## src/rtl/hazard_pkg.sv

```systemverilog
// Shared types and control encodings for the ID-stage hazard unit.
// Latency: n/a (types and constants only).
// Backpressure: n/a.
package hazard_pkg;

    // Widest register address a scoreboard entry can hold; narrower
    // REG_AW values are zero-extended into this field.
    localparam int RD_W_MAX = 8;

    typedef struct packed {
        logic                v;
        logic [RD_W_MAX-1:0] rd;
        logic                ld;
    } sb_entry_t;

    typedef struct packed {
        logic pcwrite;
        logic ifid_write;
        logic ctrl_en;
        logic flush;
    } ctrl_t;

    localparam ctrl_t CTRL_RUN   = '{pcwrite: 1'b1, ifid_write: 1'b1, ctrl_en: 1'b1, flush: 1'b0};
    localparam ctrl_t CTRL_STALL = '{pcwrite: 1'b0, ifid_write: 1'b0, ctrl_en: 1'b0, flush: 1'b0};
    localparam ctrl_t CTRL_HOLD  = '{pcwrite: 1'b0, ifid_write: 1'b0, ctrl_en: 1'b1, flush: 1'b0};
    localparam ctrl_t CTRL_XFER  = '{pcwrite: 1'b1, ifid_write: 1'b0, ctrl_en: 1'b1, flush: 1'b1};

endpackage

```

## src/rtl/sb_match.sv

```systemverilog
// Compares one scoreboard entry against the ID-stage source registers.
// Latency: combinational.
// Backpressure: none.
// Ports: entry (scoreboard slot), rs/rt + use bits (ID sources), hit (RAW match).
module sb_match
    import hazard_pkg::*;
#(
    parameter int REG_AW = 5
) (
    input  sb_entry_t         entry,
    input  logic [REG_AW-1:0] rs,
    input  logic [REG_AW-1:0] rt,
    input  logic              use_rs,
    input  logic              use_rt,
    output logic              hit
);

    logic [RD_W_MAX-1:0] rs_w;
    logic [RD_W_MAX-1:0] rt_w;
    logic                hit_rs;
    logic                hit_rt;

    assign rs_w = RD_W_MAX'(rs);
    assign rt_w = RD_W_MAX'(rt);

    // $0 is hardwired, so a match on it is never a real dependency.
    assign hit_rs = use_rs & entry.v & (entry.rd == rs_w) & (rs != '0);
    assign hit_rt = use_rt & entry.v & (entry.rd == rt_w) & (rt != '0);
    assign hit    = hit_rs | hit_rt;

endmodule

```

## src/rtl/hazard_scoreboard.sv

```systemverilog
// ID-stage hazard unit: tracks in-flight destinations, drives stall/bubble/flush, counts stalls.
// Latency: controls combinational from scoreboard + ID inputs; state updates on Clk rise.
// Backpressure: pipe_hold freezes the scoreboard and counters and holds PC/IF-ID.
// Ports: Clk/Reset_n; pipe_hold; id_* (ID instruction); PCWrite/IF_ID_Write/ControlEn/IF_ID_Flush;
//        stall_total, stall_run, watchdog_err (statistics).
module hazard_scoreboard
    import hazard_pkg::*;
#(
    parameter int REG_AW    = 5,
    parameter int STAGES    = 3,
    parameter int FWD_EN    = 0,
    parameter int WB_BYPASS = 1,
    parameter int CNT_W     = 32
) (
    input  logic              Clk,
    input  logic              Reset_n,
    input  logic              pipe_hold,
    input  logic              id_valid,
    input  logic [REG_AW-1:0] id_rs,
    input  logic [REG_AW-1:0] id_rt,
    input  logic              id_use_rs,
    input  logic              id_use_rt,
    input  logic [REG_AW-1:0] id_rd,
    input  logic              id_regwrite,
    input  logic              id_memread,
    input  logic              id_early,
    input  logic              id_jump,
    input  logic              id_jumpreg,
    input  logic              id_branch_taken,
    output logic              PCWrite,
    output logic              IF_ID_Write,
    output logic              ControlEn,
    output logic              IF_ID_Flush,
    output logic [CNT_W-1:0]  stall_total,
    output logic [3:0]        stall_run,
    output logic              watchdog_err
);

    localparam logic [3:0] WD_LIMIT = 4'(STAGES + 1);

    sb_entry_t         sb [STAGES];
    sb_entry_t         new_e0;
    logic [STAGES-1:0] hit;
    logic [STAGES-1:0] elig;
    logic [STAGES-1:0] hit_ok;
    logic              stall_raw;
    logic              stall;
    logic              xfer;
    ctrl_t             ctrl;
    logic [3:0]        run_nxt;

    for (genvar k = 0; k < STAGES; k++) begin : g_match
        sb_match #(.REG_AW(REG_AW)) u_match (
            .entry  (sb[k]),
            .rs     (id_rs),
            .rt     (id_rt),
            .use_rs (id_use_rs),
            .use_rt (id_use_rt),
            .hit    (hit[k])
        );
        // With write-before-read the oldest entry's value is already visible.
        assign elig[k] = !((WB_BYPASS != 0) && (k == STAGES - 1));
    end

    assign hit_ok = hit & elig;

    // With forwarding, only a load result (or any result needed in ID) one
    // stage ahead, or a load two stages ahead needed in ID, cannot be bypassed.
    always_comb begin
        stall_raw = 1'b0;
        if (FWD_EN == 0) begin
            stall_raw = |hit_ok;
        end else begin
            stall_raw = (hit_ok[0] & (sb[0].ld | id_early))
                      | (hit_ok[1] & sb[1].ld & id_early);
        end
    end

    assign stall = id_valid & stall_raw;
    assign xfer  = id_valid & (id_jump | id_jumpreg | id_branch_taken);

    always_comb begin
        ctrl = CTRL_RUN;
        if (!Reset_n)       ctrl = '0;
        else if (pipe_hold) ctrl = CTRL_HOLD;
        else if (stall)     ctrl = CTRL_STALL;
        else if (xfer)      ctrl = CTRL_XFER;
    end

    assign PCWrite     = ctrl.pcwrite;
    assign IF_ID_Write = ctrl.ifid_write;
    assign ControlEn   = ctrl.ctrl_en;
    assign IF_ID_Flush = ctrl.flush;

    // A stalled instruction stays in ID, so the slot entering EX is a bubble.
    always_comb begin
        new_e0.v  = ~stall & id_valid & id_regwrite & (id_rd != '0);
        new_e0.rd = RD_W_MAX'(id_rd);
        new_e0.ld = id_memread;
    end

    always_ff @(posedge Clk or negedge Reset_n) begin
        if (!Reset_n) begin
            for (int k = 0; k < STAGES; k++) sb[k] <= '0;
        end else if (!pipe_hold) begin
            sb[0] <= new_e0;
            for (int k = 1; k < STAGES; k++) sb[k] <= sb[k-1];
        end
    end

    always_comb begin
        run_nxt = 4'd0;
        if (pipe_hold)  run_nxt = stall_run;
        else if (stall) run_nxt = (stall_run == 4'hF) ? stall_run : stall_run + 4'd1;
    end

    // A legitimate RAW never stalls longer than STAGES cycles, so a run
    // beyond that means the scoreboard or pipeline has lost track.
    always_ff @(posedge Clk or negedge Reset_n) begin
        if (!Reset_n) begin
            stall_total  <= '0;
            stall_run    <= '0;
            watchdog_err <= 1'b0;
        end else begin
            stall_total  <= stall_total + CNT_W'(stall & ~pipe_hold);
            stall_run    <= run_nxt;
            watchdog_err <= watchdog_err | (run_nxt == WD_LIMIT);
        end
    end

endmodule

```

## config.mk

```make
export PLATFORM = sky130hd
export DESIGN_NAME = hazard_scoreboard
export DESIGN_NICKNAME = d
export VERILOG_FILES = /design/src/rtl/hazard_pkg.sv /design/src/rtl/sb_match.sv /design/src/rtl/hazard_scoreboard.sv
export SDC_FILE = /design/constraint.sdc
export NUM_CORES = 1
export LEC_CHECK = 0
export ABC_AREA = 1
export CAP_MARGIN = 20
export CORE_AREA = 2 2 61 106
export CTS_BUF_LIST = sky130_fd_sc_hd__clkbuf_4 sky130_fd_sc_hd__clkbuf_8
export CTS_CLUSTER_DIAMETER = 60
export DETAILED_ROUTE_END_ITERATION = 7
export DIE_AREA = 0 0 63 108
export PLACE_DENSITY = 0.82
export SLEW_MARGIN = 20
export SYNTH_ARGS = -nofsm -noshare
export SYNTH_HDL_FRONTEND = slang
export SYNTH_SLANG_ARGS = --single-unit
```

## constraint.sdc

```tcl
create_clock -name Clk -period 2.6 [get_ports Clk]
set_input_delay 0.52 -clock Clk [delete_from_list [all_inputs] [get_ports Clk]]
set_output_delay 0.52 -clock Clk [all_outputs]
set_load 0.02 [all_outputs]
```

==> reports/summary.txt, run 1 <==
Status = finished with violations
Failing checks = setup timing
Number of flops mapped to enable cells by yosys = 0
Worst-skew pair later-pin latency = 0.30 ns
P_leak = 0.00214 uW
Met2 Use GR = 45.2%
Area grow syn2layout = 54.4%
Starting Density = 45.2%
CP max stage delay = 0.41 ns
Flops & latches, synth = 49
RePlAce Congestion = 0.891
Syn avg cell area = 7.91 sq um
Required time worst endpoint = 2.83 ns
Max cap viols = 0
Largest net degree at the start of global routing = 36
Final worst slack = -0.196 ns
Die Ht = 108 um
Synth warn = 0
Worst Path Max Fanout = 4
Gr ovfl total = 0
Clk slew on worst S/H paths = 0.10 ns
Most Crowded Layer GR = met2
Post-synthesis sequential area ratio = 46.1%
Fin crit share = 108%
Initial antenna violation count = 0
Avg Vias per Cell = 4.92
Chip Width = 63 um
Global Route Usage Sum = 21.3%
Wirelength per Cell = 13.8 um
Ys flop type = dfrtp_1
Vias in the first global route = 2574
DRT iter0 DRCs = 90
Dpl hpwl = 5200 um
Die area = 6800 sq um
H-tree Lvls = 2
Drt drc = 0
Routed via count = 2652
Largest cells by area after synthesis = dfrtp_1, nand2_1, xor2_1, inv_1, nor2_1
Min-delay worst type = in2async
P per Cell Area = 369 nW/um^2
Slowest cell on crit path = dfrtp_1
Max frequency = 358 MHz
Final clock skew = 0.0102 ns
Cell taking the most area after synthesis = dfrtp_1
Final wirelength = 7460 um
CTS tree = done
Critical Path AT = 3.03 ns
Post-route ant nets = 0
N_diodes = 0
Fraction of registers with async set/reset = 100%
1st-pass router iterations = 4
Final setup fails = 20
Cells after Synth = 336
Nets = 490
Port Buffers = 65
Worst path most repeated cell = nor2_4
Launching element type of the critical path = flip-flop
Max clock buf depth = 2
Relative slew slack = 62.4%
Bufs and invs on worst path = 1
RSZ-0062 raised after global routing = true
First-pass GRT wire length = 11500 um
Synth cell types = 26
Worst VDD drop = 0.405 mV
Slew Viols, Final = 0
Layout cells sized above 1 = 26.7%
Final min period = 2.80 ns
GR Util met3 = 2.08%
Worst slew pin tran = 0.560 ns
TritonCTS Buffers = 5
Final core occ = 69.8%
Crit-path cells = inv_2 -> nand2_1 -> nand2_1 -> nor2_1 -> nand3_1 -> nand2_1 -> nand2_1 -> nand2_2 -> nand2_4 -> nor2_4 -> ha_4 -> ha_4 -> nand3_4 -> nor2_4 -> nand2_2 -> nor2_4 -> nand3_4 -> nor2_4 -> nand2_2 -> or2_4 -> nor2_4 -> xor2_1
Fin Hold WS = 0.216 ns
Mapped Nets = 366
Grt met1 use = 20.6%
CTS root buffer = clkbuf_8
Fin area = 4110 sq um
Critical path type = reg2reg
Yosys top cell area share = 46.1%
Io pins = 68
# hold bufs at CTS = 0
Top delay family on crit path = simple AND/OR/NAND/NOR gates
Placed cell area = 3650 sq um
Row count = 37
Worst setup EP type = flip-flop
Synth Cell Area = 2660 sq um
Clock sink total = 49
Final hold vios = 0
Count leader, synth = nand2_1
Synth cell count leaders = nand2_1, dfrtp_1, inv_1
Core Region = 5880 sq um
through the flow:
| step | TNS (ns) | power (uW) | setup WS, ns | cells |
|---|---|---|---|---|
| after floorplan | -0.747 | 937 | -0.223 | 336 |
| after global placement | -18.27 | 1070 | -0.841 | 506 |
| after detailed placement | -20.13 | 1070 | -0.933 | 506 |
| after CTS | -1.85 | 1520 | -0.177 | 526 |
| after global routing | -6.64 | 1590 | -0.395 | 539 |
| final | -2.26 | 1510 | -0.196 | 539 |
flip-flops by register name, indices dropped and copies added (netlist names):
| signal | count |
|---|---|
| sb | 12 |
| stall_run | 4 |
| stall_total | 32 |
| watchdog_err | 1 |
worst reg2reg max path, stage by stage (launching register included):
cell,delay (ns)
dfrtp_1,0.41
inv_2,0.06
nand2_1,0.06
nand2_1,0.05
nor2_1,0.14
nand3_1,0.09
nand2_1,0.06
nand2_1,0.06
nand2_2,0.10
nand2_4,0.06
nor2_4,0.12
ha_4,0.16
ha_4,0.14
nand3_4,0.08
nor2_4,0.11
nand2_2,0.07
nor2_4,0.13
nand3_4,0.10
nor2_4,0.12
nand2_2,0.08
or2_4,0.30
nor2_4,0.11
xor2_1,0.14
cell type report:
type	instances	area, sq um
tap	78	97.6
clock inverter	3	22.5
sequential	49	1230
inverter	49	184
fill	471	1770
clock buffer	5	68.8
timing repair buffer	119	1040
multi-input combinational	236	1460
worst paths after layout:
| check | startpoint | endpoint | slack [ns] | cells past startpoint |
|---|---|---|---|---|
| max reg2reg | sb[24] | stall_total[30] | -0.20 | 22 |
| min reg2reg | stall_total[31] | stall_total[31] | 0.47 | 1 |
| max in group asynchronous | Reset_n | stall_total[13] | 1.97 | 2 |
| min in group Clk | stall_total[31] | stall_total[31] | 0.47 | 1 |
| min | Reset_n | stall_total[7] | 0.22 | 2 |
| max | sb[24] | stall_total[30] | -0.20 | 22 |
cells in the final DEF, fill, tap and decap left out, types with 4 or more instances in the layout:
master,instances
nand2_1,94
dfrtp_1,49
clkdlybuf4s50_1,48
buf_4,44
inv_1,41
xor2_1,25
nor2_1,24
nand3_1,15
o21ai_0,11
buf_6,10
nand2_2,9
nor2_4,9
inv_2,8
nor3_1,7
clkbuf_2,7
nand4_1,6
nand3_4,6
clkbuf_8,5
nor2_2,4
xnor2_1,4
clkdlybuf4s15_1,4
layer usage:
metal,share of wire [%],up-vias
li1,-,1291
met1,34,1274
met2,60,70
met3,3.0,17
met4,2.5,0
met5,0,-
cells by family (layout without fill, tap and decap cells):
logic type               after synthesis  in the layout  synth area share [%]
AO/OA/AOI/OAI                         17             17                  3.48
adder cells (fa/ha/maj)                3              3                  1.41
flip-flops                            49             49                  46.1
buffers and inverters                 51            176                  7.20
XOR/XNOR                              32             32                  10.5
multiplexers                           1              1                 0.423
AND/OR/NAND/NOR                      183            183                  30.8
what timing repair did:
action | in CTS | in global routing
gates cloned | 0 | 0
endpoints found under the setup margin | 28 | 27
gates resized for setup | 57 | 39
pin swaps | 27 | 13
buffers inserted | 14 | 15
report_power, final:
| group | switching, uW | leakage (uW) | internal, uW |
|---|---|---|---|
| clock network | 260 | 0.0000364 | 189 |
| registers | 34.2 | 0.000623 | 791 |
| logic | 131 | 0.00148 | 108 |
| total | 425 | 0.00214 | 1090 |
Note: power is estimated with default switching activity, not from simulation.
==> inputs of run 2 (changes only) <==
--- a/config.mk
+++ b/config.mk
@@ -7,12 +7,11 @@
 export LEC_CHECK = 0
 export ABC_AREA = 1
 export CAP_MARGIN = 20
-export CORE_AREA = 2 2 61 106
-export CTS_BUF_LIST = sky130_fd_sc_hd__clkbuf_4 sky130_fd_sc_hd__clkbuf_8
+export CORE_AREA = 2 2 62 108
 export CTS_CLUSTER_DIAMETER = 60
 export DETAILED_ROUTE_END_ITERATION = 7
-export DIE_AREA = 0 0 63 108
-export PLACE_DENSITY = 0.82
+export DIE_AREA = 0 0 64 110
+export PLACE_DENSITY = 0.79
 export SLEW_MARGIN = 20
 export SYNTH_ARGS = -nofsm -noshare
 export SYNTH_HDL_FRONTEND = slang
==> reports/summary.txt, run 2 (same netlist as run 1, synthesis figures left out) <==
Status = finished with violations
Failing checks = setup timing
Launching element type of the critical path = input pin
Final wirelength = 6700 um (-10%)
CTS root buffer = clkbuf_8
Wirelength per Cell = 12.7 um (-8.3%)
Largest register FFs = 32 (unchanged)
Commonest cells after routing, fill and taps aside = nand2_1, dfrtp_1, clkdlybuf4s50_1, inv_1, buf_4
Worst-skew pair later-pin latency = 0.30 ns (about the same)
1st-pass router iterations = 4 (unchanged)
Fin crit share = 106% (-1.7 points)
Worst setup EP type = flip-flop
Row count = 38 (+2.7%)
Slew Viols, Final = 0 (unchanged)
RR Endpoint = stall_total[30]
Final hold vios = 0 (unchanged)
Port Buffers = 65 (unchanged)
Largest regs = stall_total (32), sb (12), stall_run (4)
Max frequency = 363 MHz (+1.6%)
Most common cell after layout, fill and taps aside = nand2_1
Clock sink total = 49 (unchanged)
Area grow syn2layout = 48.0%
Min-delay worst type = in2async
Worst Path Max Fanout = 3 (-1)
Final min period = 2.75 ns (-0.0443 ns)
Slowest cell on crit path = or2_4
Final clock skew = 0.00642 ns (-0.00381 ns)
CP max stage delay = 0.27 ns (-0.14 ns)
Post-Route Setup TNS = -1.07 ns (+1.20 ns)
Critical path type = in2reg
CTS tree = done
Worst VDD drop = 0.364 mV (-10%)
Post-route ant nets = 0 (unchanged)
Vias in the first global route = 2539 (-1.4%)
CP Launch Point = id_rt[1]
Io pins = 68 (unchanged)
Gr ovfl total = 0 (unchanged)
Largest Register = stall_total
Avg Vias per Cell = 4.78 (-2.9%)
Fin Hold WS = 0.247 ns (+0.0312 ns)
Dpl hpwl = 5080 um (-2.3%)
Routed via count = 2522 (-4.9%)
Initial antenna violation count = 0 (unchanged)
R2r worst-path depth = 22 (unchanged)
Reg2Reg Setup Slack = -0.15 ns (+0.04 ns)
Starting Density = 43.3% (-1.9 points)
Clk slew on worst S/H paths = 0.09 ns (about the same)
Die Ht = 110 um (+1.9%)
Critical Path AT = 2.98 ns (-0.05 ns)
First-pass GRT wire length = 10900 um (-5.4%)
Die area = 7040 sq um (+3.5%)
Drt drc = 0 (unchanged)
RSZ-0062 raised after global routing = true
Max cap viols = 0 (unchanged)
DRT iter0 DRCs = 84 (-6.7%)
RR Startpoint = sb[24]
Max clock buf depth = 2 (unchanged)
N_diodes = 0 (unchanged)
Nets = 477 (-2.7%)
Core Region = 6130 sq um (+4.3%)
P per Cell Area = 381 nW/um^2 (+3.4%)
Required time worst endpoint = 2.83 ns (about the same)
Final worst slack = -0.152 ns (+0.0443 ns)
Worst slew pin tran = 0.490 ns (-0.0707 ns)
Chip Width = 64 um (+1.6%)
# hold bufs at CTS = 0 (unchanged)
TritonCTS Buffers = 5 (unchanged)
Crit-path cells = clkdlybuf4s15_1 -> inv_1 -> nand2_1 -> nand2_1 -> nor2_1 -> nand3_1 -> nand2_1 -> nand2_1 -> nand2_2 -> nand2_4 -> nor2_4 -> ha_4 -> ha_4 -> nand3_4 -> nor2_4 -> nand2_2 -> nor2_4 -> nand3_4 -> nor2_4 -> nand2_2 -> or2_4 -> nor2_2 -> xor2_1
RePlAce Congestion = 0.827 (-7.2%)
Final setup fails = 16 (-20%)
Layout cells sized above 1 = 21.7% (-5.0 points)
H-tree Lvls = 2 (unchanged)
Largest net degree at the start of global routing = 27 (-25%)
Global Route Usage Sum = 19.5% (-1.8 points)
P_leak = 0.00205 uW (-4.0%)
Relative slew slack = 67.1% (+4.8 points)
==> run 2: changes by cell type in the layout (fill, tap and decap cells not counted), sizes merged <==
cell and change:
dlygate4sd2 +2, clkbuf -3, buf -12, clkinvlp -1, clkdlybuf4s15 +1
==> run 2: timing repair <==
action / CTS / global route
resized for setup: 46 / 25
setup endpoints to repair: 28 / 26
cloned: 0 / 0
setup buffers: 8 / 7
pin swaps: 17 / 8
==> run 2: area by class of cell <==
| type | instances | area (sq um) |
|---|---|---|
| repair buffers | 106 | 935 |
| multi-input cells | 236 | 1400 |
| fillers | 532 | 2200 |
| clock inverters | 2 | 15.0 |
| clock buffers | 6 | 72.6 |
| well taps | 80 | 100 |
| inverters | 49 | 184 |
| flip-flops and latches | 49 | 1230 |
==> run 2: worst max path at each step <==
stage               cells past startpoint  slack [ns]               to
floorplan                              20       -0.22  stall_total[30]
global placement                       23       -0.88  stall_total[30]
detailed placement                     23       -0.93  stall_total[30]
CTS                                    22       -0.13  stall_total[30]
global route                           22       -0.42  stall_total[30]
finish                                 23       -0.15  stall_total[30]
==> run 2: stage by stage <==
stage	std cells	cell area (sq um)	util [%]	worst slack (ns)	total power [uW]
after CTS	523	3830	62.5	-0.128	1520
after detailed placement	507	3640	59.4	-0.933	1070
after global placement	507	3640	59.4	-0.877	1070
final	528	3930	64.1	-0.152	1500
after global routing	528	3930	64.1	-0.423	1570
after floorplan	336	2690	-	-0.223	937
==> run 2: routing by layer <==
layer	global-route usage [%]	part of all wire, %
met5	0	0
met4	7.14	1.3
met3	2.54	2.4
met2	39.4	58
met1	19.8	38
==> run 2: where the power goes <==
group | switching (uW) | total, uW | internal [uW]
combinational | 129 | 235 | 106
clock | 252 | 442 | 190
sequential | 30.9 | 822 | 791
total | 412 | 1500 | 1090
==> run 2: worst max-delay path: cells and delay by family <==
| kind | cells | cell delay, ns |
|---|---|---|
| fa+ha+maj | 2 | 0.30 |
| xor+xnor | 1 | 0.16 |
| buf+inv | 2 | 0.29 |
| simple gates | 18 | 1.72 |
==> edit 1 (flow settings as in run 1) <==
`WB_BYPASS`: 1 -> 0.
--- a/src/rtl/hazard_scoreboard.sv
+++ b/src/rtl/hazard_scoreboard.sv
@@ -11,3 +11,3 @@
     parameter int FWD_EN    = 0,
-    parameter int WB_BYPASS = 1,
+    parameter int WB_BYPASS = 0,
     parameter int CNT_W     = 32
Function: changed (Yosys sat finds a counterexample within 4 cycles, from zero or initial values and one cycle with Reset_n low).
==> edit 1 against run 1 <==
The run still ends with negative setup slack left; area after synthesis is 16% higher; final cell count is 13% higher; cell area is 16% higher; die area stayed put; worst setup slack worse by 0.30 ns; power is 34% higher; count of clock-buffer cells in the layout stayed put; hold slack better by 0.18 ns; via count is 22% higher; sequential cell count is 6 higher; clock skew is 0.0084 ns higher; routed wire length is 45% higher; largest cell class unchanged; largest power group unchanged.
==> edit 1: results (changes against run 1) <==
STA
  – Worst Tran Pin Value: 0.725 ns (+0.165 ns)
  – Post-layout worst setup margin: -0.492 ns (-0.295 ns)
  – Setup TNS: -7.48 ns (-5.22 ns)
  – Skew final: 0.0186 ns (+0.00838 ns)
  – Final setup violation count: 28 (+40%)

Cells and area
  – Fin nets: 561 (+14%)
  – Fillers: 369 (-22%)
  – Fin cells: 610 (+13%)

Critical path
  – Worst reg2reg startpoint: sb[3]
  – CP arrival: 3.32 ns (+0.29 ns)
  – R2R depth: 20 (-9.1%)

Place
  – Dpl ws: -1.11 ns (-0.173 ns)
  – HPWL after DPL: 6240 um (+20%)
  – Placed cell count: 575 (+14%)

Pwr
  – LEAKAGE: 2.43 nW (+14%)
  – IR Drop Worst-Case VDD: 0.500 mV (+23%)

Drt
  – Initial DRC count: 154 (+71%)
  – Vias per cell: 5.32 (+8.2%)

Outcome
  – Status: complete, but fails checks
  – Failing checks: negative setup slack

Global route
  – Vias in the first global route: 3220 (+25%)
  – GRT Util Overall: 0.281 (+0.0678)
  – Largest net degree at the start of global routing: 56 (+56%)

Yosys
  – Main area contributors after synthesis: dfrtp_1 45%, nand2_1 17%, inv_1 6.4%
  – Synth Net Count: 432 (+18%)
  – Seq/Total Area, Yosys: 0.446 (-0.0151)
  – Syn_area_per_cell: 7.68 um^2 (-3.0%)
  – Synth unique cells: 27 (+3.8%)

Clock network
  – Clk_lat worst skew: 0.34 ns (+0.04 ns)
edit 1: changes by cell type in the layout (fill, tap and decap cells not counted), moves of 6 or more:
cell            run 1  this run
nand2_1            94       119
inv_1              41        31
inv_2               8        18
buf_6              10        18
o21ai_0            11        18
xor2_1             25        18
nand2_2             9        15
edit 1: layout make-up:
| cell class | instances | share of cell area |
|---|---|---|
| flip-flops and latches | 55 | 0.289 |
| well taps | 78 | 0.0204 |
| clock inverters | 3 | 0.0141 |
| multi-input cells | 290 | 0.377 |
| inverters | 53 | 0.0484 |
| repair buffers | 126 | 0.238 |
| clock buffers | 5 | 0.0144 |
edit 1: kinds of logic after synthesis:
family | Yosys count | share of synthesized area
AND/OR/NAND/NOR | 229 | 0.336
AO/OA/AOI/OAI | 26 | 0.0446
flip-flops | 55 | 0.446
adder cells (fa/ha/maj) | 3 | 0.0122
XOR/XNOR | 31 | 0.0880
buffers and inverters | 57 | 0.0693
multiplexers | 1 | 0.00365
edit 1: how the worst min path moves through the flow:
| stage | end | slack [ns] | from | depth (start not counted) |
|---|---|---|---|---|
| detailed placement | stall_total[31] | 0.46 | stall_total[31] | 1 |
| global placement | watchdog_err | 0.45 | watchdog_err | 2 |
| global route | sb[24] | 0.47 | Reset_n | 2 |
| CTS | stall_total[7] | 0.40 | Reset_n | 2 |
| floorplan | sb[11] | 0.22 | Reset_n | 0 |
| finish | sb[15] | 0.40 | Reset_n | 2 |
edit 1: through the flow:
stage               power (mW)  area (um^2)
CTS                       1.99         4520
detailed placement        1.30         4160
floorplan                 1.11         3170
finish                    2.03         4780
global route              2.11         4780
global placement          1.29         4160
edit 1: repair_timing:
item	CTS	global route
buffers inserted	17	15
setup endpoints to repair	30	30
pin swaps	27	35
resized for setup	74	73
edit 1: layer usage:
metal,vias to the layer above,track usage,part of all wire
met5,-,0,0
met4,0,0.165,0.061
met3,54,0.0458,0.035
met2,123,0.543,0.57
met1,1566,0.274,0.34
li1,1503,-,-
edit 1: where the power goes:
| group | leakage [nW] | internal (mW) | switching, mW |
|---|---|---|---|
| sequential | 0.705 | 0.899 | 0.0582 |
| combinational | 1.66 | 0.165 | 0.213 |
| clock | 0.0644 | 0.384 | 0.313 |
edit 1: worst max-delay path, cell delays in order (launching register included):
cell     delay [ns]
dfrtp_1        0.43
inv_2          0.07
nand2_1        0.06
nand2_1        0.06
nor2_2         0.13
nand3_1        0.09
nand3_1        0.08
nand2_1        0.08
nand2_2        0.10
nand2_4        0.07
nor2_4         0.14
ha_4           0.17
ha_4           0.16
nand3_4        0.10
nor2_4         0.15
nand2_2        0.09
nor3b_4        0.27
nand2_4        0.11
nor3_4         0.29
nand3_2        0.16
xnor2_2        0.17
==> edit 2 (config.mk and constraints of run 1) <==
Without the edit above. Reset style: synchronous (`Reset_n`), changed in 2 clocked blocks.
--- a/src/rtl/hazard_scoreboard.sv
+++ b/src/rtl/hazard_scoreboard.sv
@@ -101,3 +101,3 @@
 
-    always_ff @(posedge Clk or negedge Reset_n) begin
+    always_ff @(posedge Clk) begin
         if (!Reset_n) begin
@@ -118,3 +118,3 @@
     // beyond that means the scoreboard or pipeline has lost track.
-    always_ff @(posedge Clk or negedge Reset_n) begin
+    always_ff @(posedge Clk) begin
         if (!Reset_n) begin
Behaviour: differs if Reset_n is asserted again (counterexample within 4 cycles, from zero or initial values and one cycle with Reset_n low); with Reset_n held inactive, the same outputs for 10 cycles.
==> edit 2 against run 1 <==
Clock power is 45% higher; sequential cell count unchanged; routed wire length up 10%; critical path depth rose by 4; power increased by 9.8%; critical endpoint is now stall_total[26]; worst setup slack lost 0.046 ns; the run still ends with negative setup slack left; cell area grew 2.5%; area after synthesis up 2.2%; highest routed layer unchanged; die area unchanged; largest cell class unchanged.
==> edit 2: results (changes against run 1) <==
Critical path
  – Crit-path slowest cell: edfxtp_1
  – CP Capture Point: stall_total[26]
  – Worst-path maximum fanout: 4 (unchanged)

Outcome
  – Status: complete, but fails checks
  – Failing checks: negative setup slack

Drt
  – Met2 WL: 4540 um (+1.1%)
  – Drt wl/cell: 13.6 um (-1.4%)
  – Met1 Wirelength: 2850 um (+11%)
  – Initial DRC count: 94 (+4.4%)
  – Vias: 3044 (+15%)
  – Metal3 WL: 426 um (+92%)
  – Post-Route WL: 8210 um (+10%)

Place
  – Placed cell count: 575 (+14%)
  – HPWL after DPL: 5950 um (+14%)
  – GPL Wtd Cong: 0.912 (+2.4%)

Yosys
  – Syn_area_per_cell: 6.71 um^2 (-15%)
  – EDFF count, synth: 12 (+12)
  – Synth cell count leaders: 110 x nand2_1, 68 x inv_1, 62 x nor2_1, 37 x dfxtp_1, 24 x a21oi_1
  – Main area contributors after synthesis: dfxtp_1 27%, nand2_1 15%, edfxtp_1 13%
  – Seq/Total Area, Yosys: 0.405 (-0.0560)
  – Post-synthesis async set-or-reset flop share: 0 (-1.00)
  – Synth unique cells: 34 (+31%)
  – Primary FF master, synth: dfxtp_1

Global route
  – Met3 GRT Util: 0.0531 (+0.0323)
  – First-pass GRT wire length: 12900 um (+12%)
  – Met2 usage: 0.485 (+0.0327)
  – Vias in the first global route: 3060 (+19%)
  – Largest net degree at the start of global routing: 20 (-44%)

STA
  – Post-layout worst setup margin: -0.242 ns (-0.0455 ns)
  – Slew margin rel.: 0.642 (+0.0184)
  – Skew final: 0.00928 ns (-0.000954 ns)
  – Final setup violation count: 20 (unchanged)
  – WHS: 0.469 ns (+0.254 ns)
  – Setup TNS: -2.72 ns (-0.461 ns)

Pwr
  – IR Drop Worst-Case VDD: 0.386 mV (-4.7%)
  – LEAKAGE: 1.85 nW (-13%)
  – Comb power: 0.201 mW (-16%)
  – Clk pwr share: 0.391 (+0.094)
  – NetSw: 0.390 mW (-8.2%)

Clock network
  – # resized after CTS: 61 (+7.0%)
  – Clock Pin Slew Worst Setup and Hold Paths: 0.09 ns
  – Setup Buffers After CTS: 13 (-1)

Cells and area
  – Fillers: 476 (+1.1%)
  – Share of cells above drive strength 1: 0.267 (+0.000364)
  – Fin nets: 553 (+13%)
  – Top flop regs: stall_total (32), sb (12), stall_run (4)
==> edit 2: cell count changes in the layout (fill, tap and decap cells not counted), sizes merged, moves of 4 or more <==
cell	change
nor2	+32
nand3	-4
dfxtp	+37
a21oi	+21
inv	+20
edfxtp	+12
nand2	+7
o21a	+4
nor3	+7
clkbuf	-4
xor2	-23
dfrtp	-49
xnor2	-5
==> edit 2: kinds of logic (layout without fill, tap and decap cells) <==
kind of cell	after synthesis	in the layout	share of synthesized area
and+or+nand+nor	225	225	0.362
AOI/OAI and AO/OA	47	47	0.0958
xor gates and xnor gates	4	4	0.0129
buffers and inverters	76	195	0.106
DFF	49	49	0.405
adders and majority gates	3	3	0.0138
muxes	1	1	0.00414
==> edit 2: cell type report <==
| cell class | instances | area, um^2 | share of cell area |
|---|---|---|---|
| multi-input cells | 280 | 1580 | 0.375 |
| flip-flops and latches | 49 | 1100 | 0.262 |
| repair buffers | 116 | 1020 | 0.243 |
| inverters | 71 | 277 | 0.0657 |
| well taps | 78 | 97.6 | 0.0232 |
| clock buffers | 5 | 68.8 | 0.0164 |
| clock inverters | 3 | 65.1 | 0.0155 |
==> edit 2: metrics by stage <==
| step | worst slack, ns | total power [mW] | area [um^2] | utilization |
|---|---|---|---|---|
| 2_1_floorplan | -0.00514 | 0.917 | 2740 | - |
| 3_3_place_gp | -0.880 | 1.02 | 3710 | 0.631 |
| 3_5_place_dp | -0.959 | 1.02 | 3710 | 0.631 |
| 4_1_cts | -0.226 | 1.66 | 4030 | 0.685 |
| 5_1_grt | -0.410 | 1.72 | 4210 | 0.716 |
| 6_report | -0.242 | 1.66 | 4210 | 0.716 |
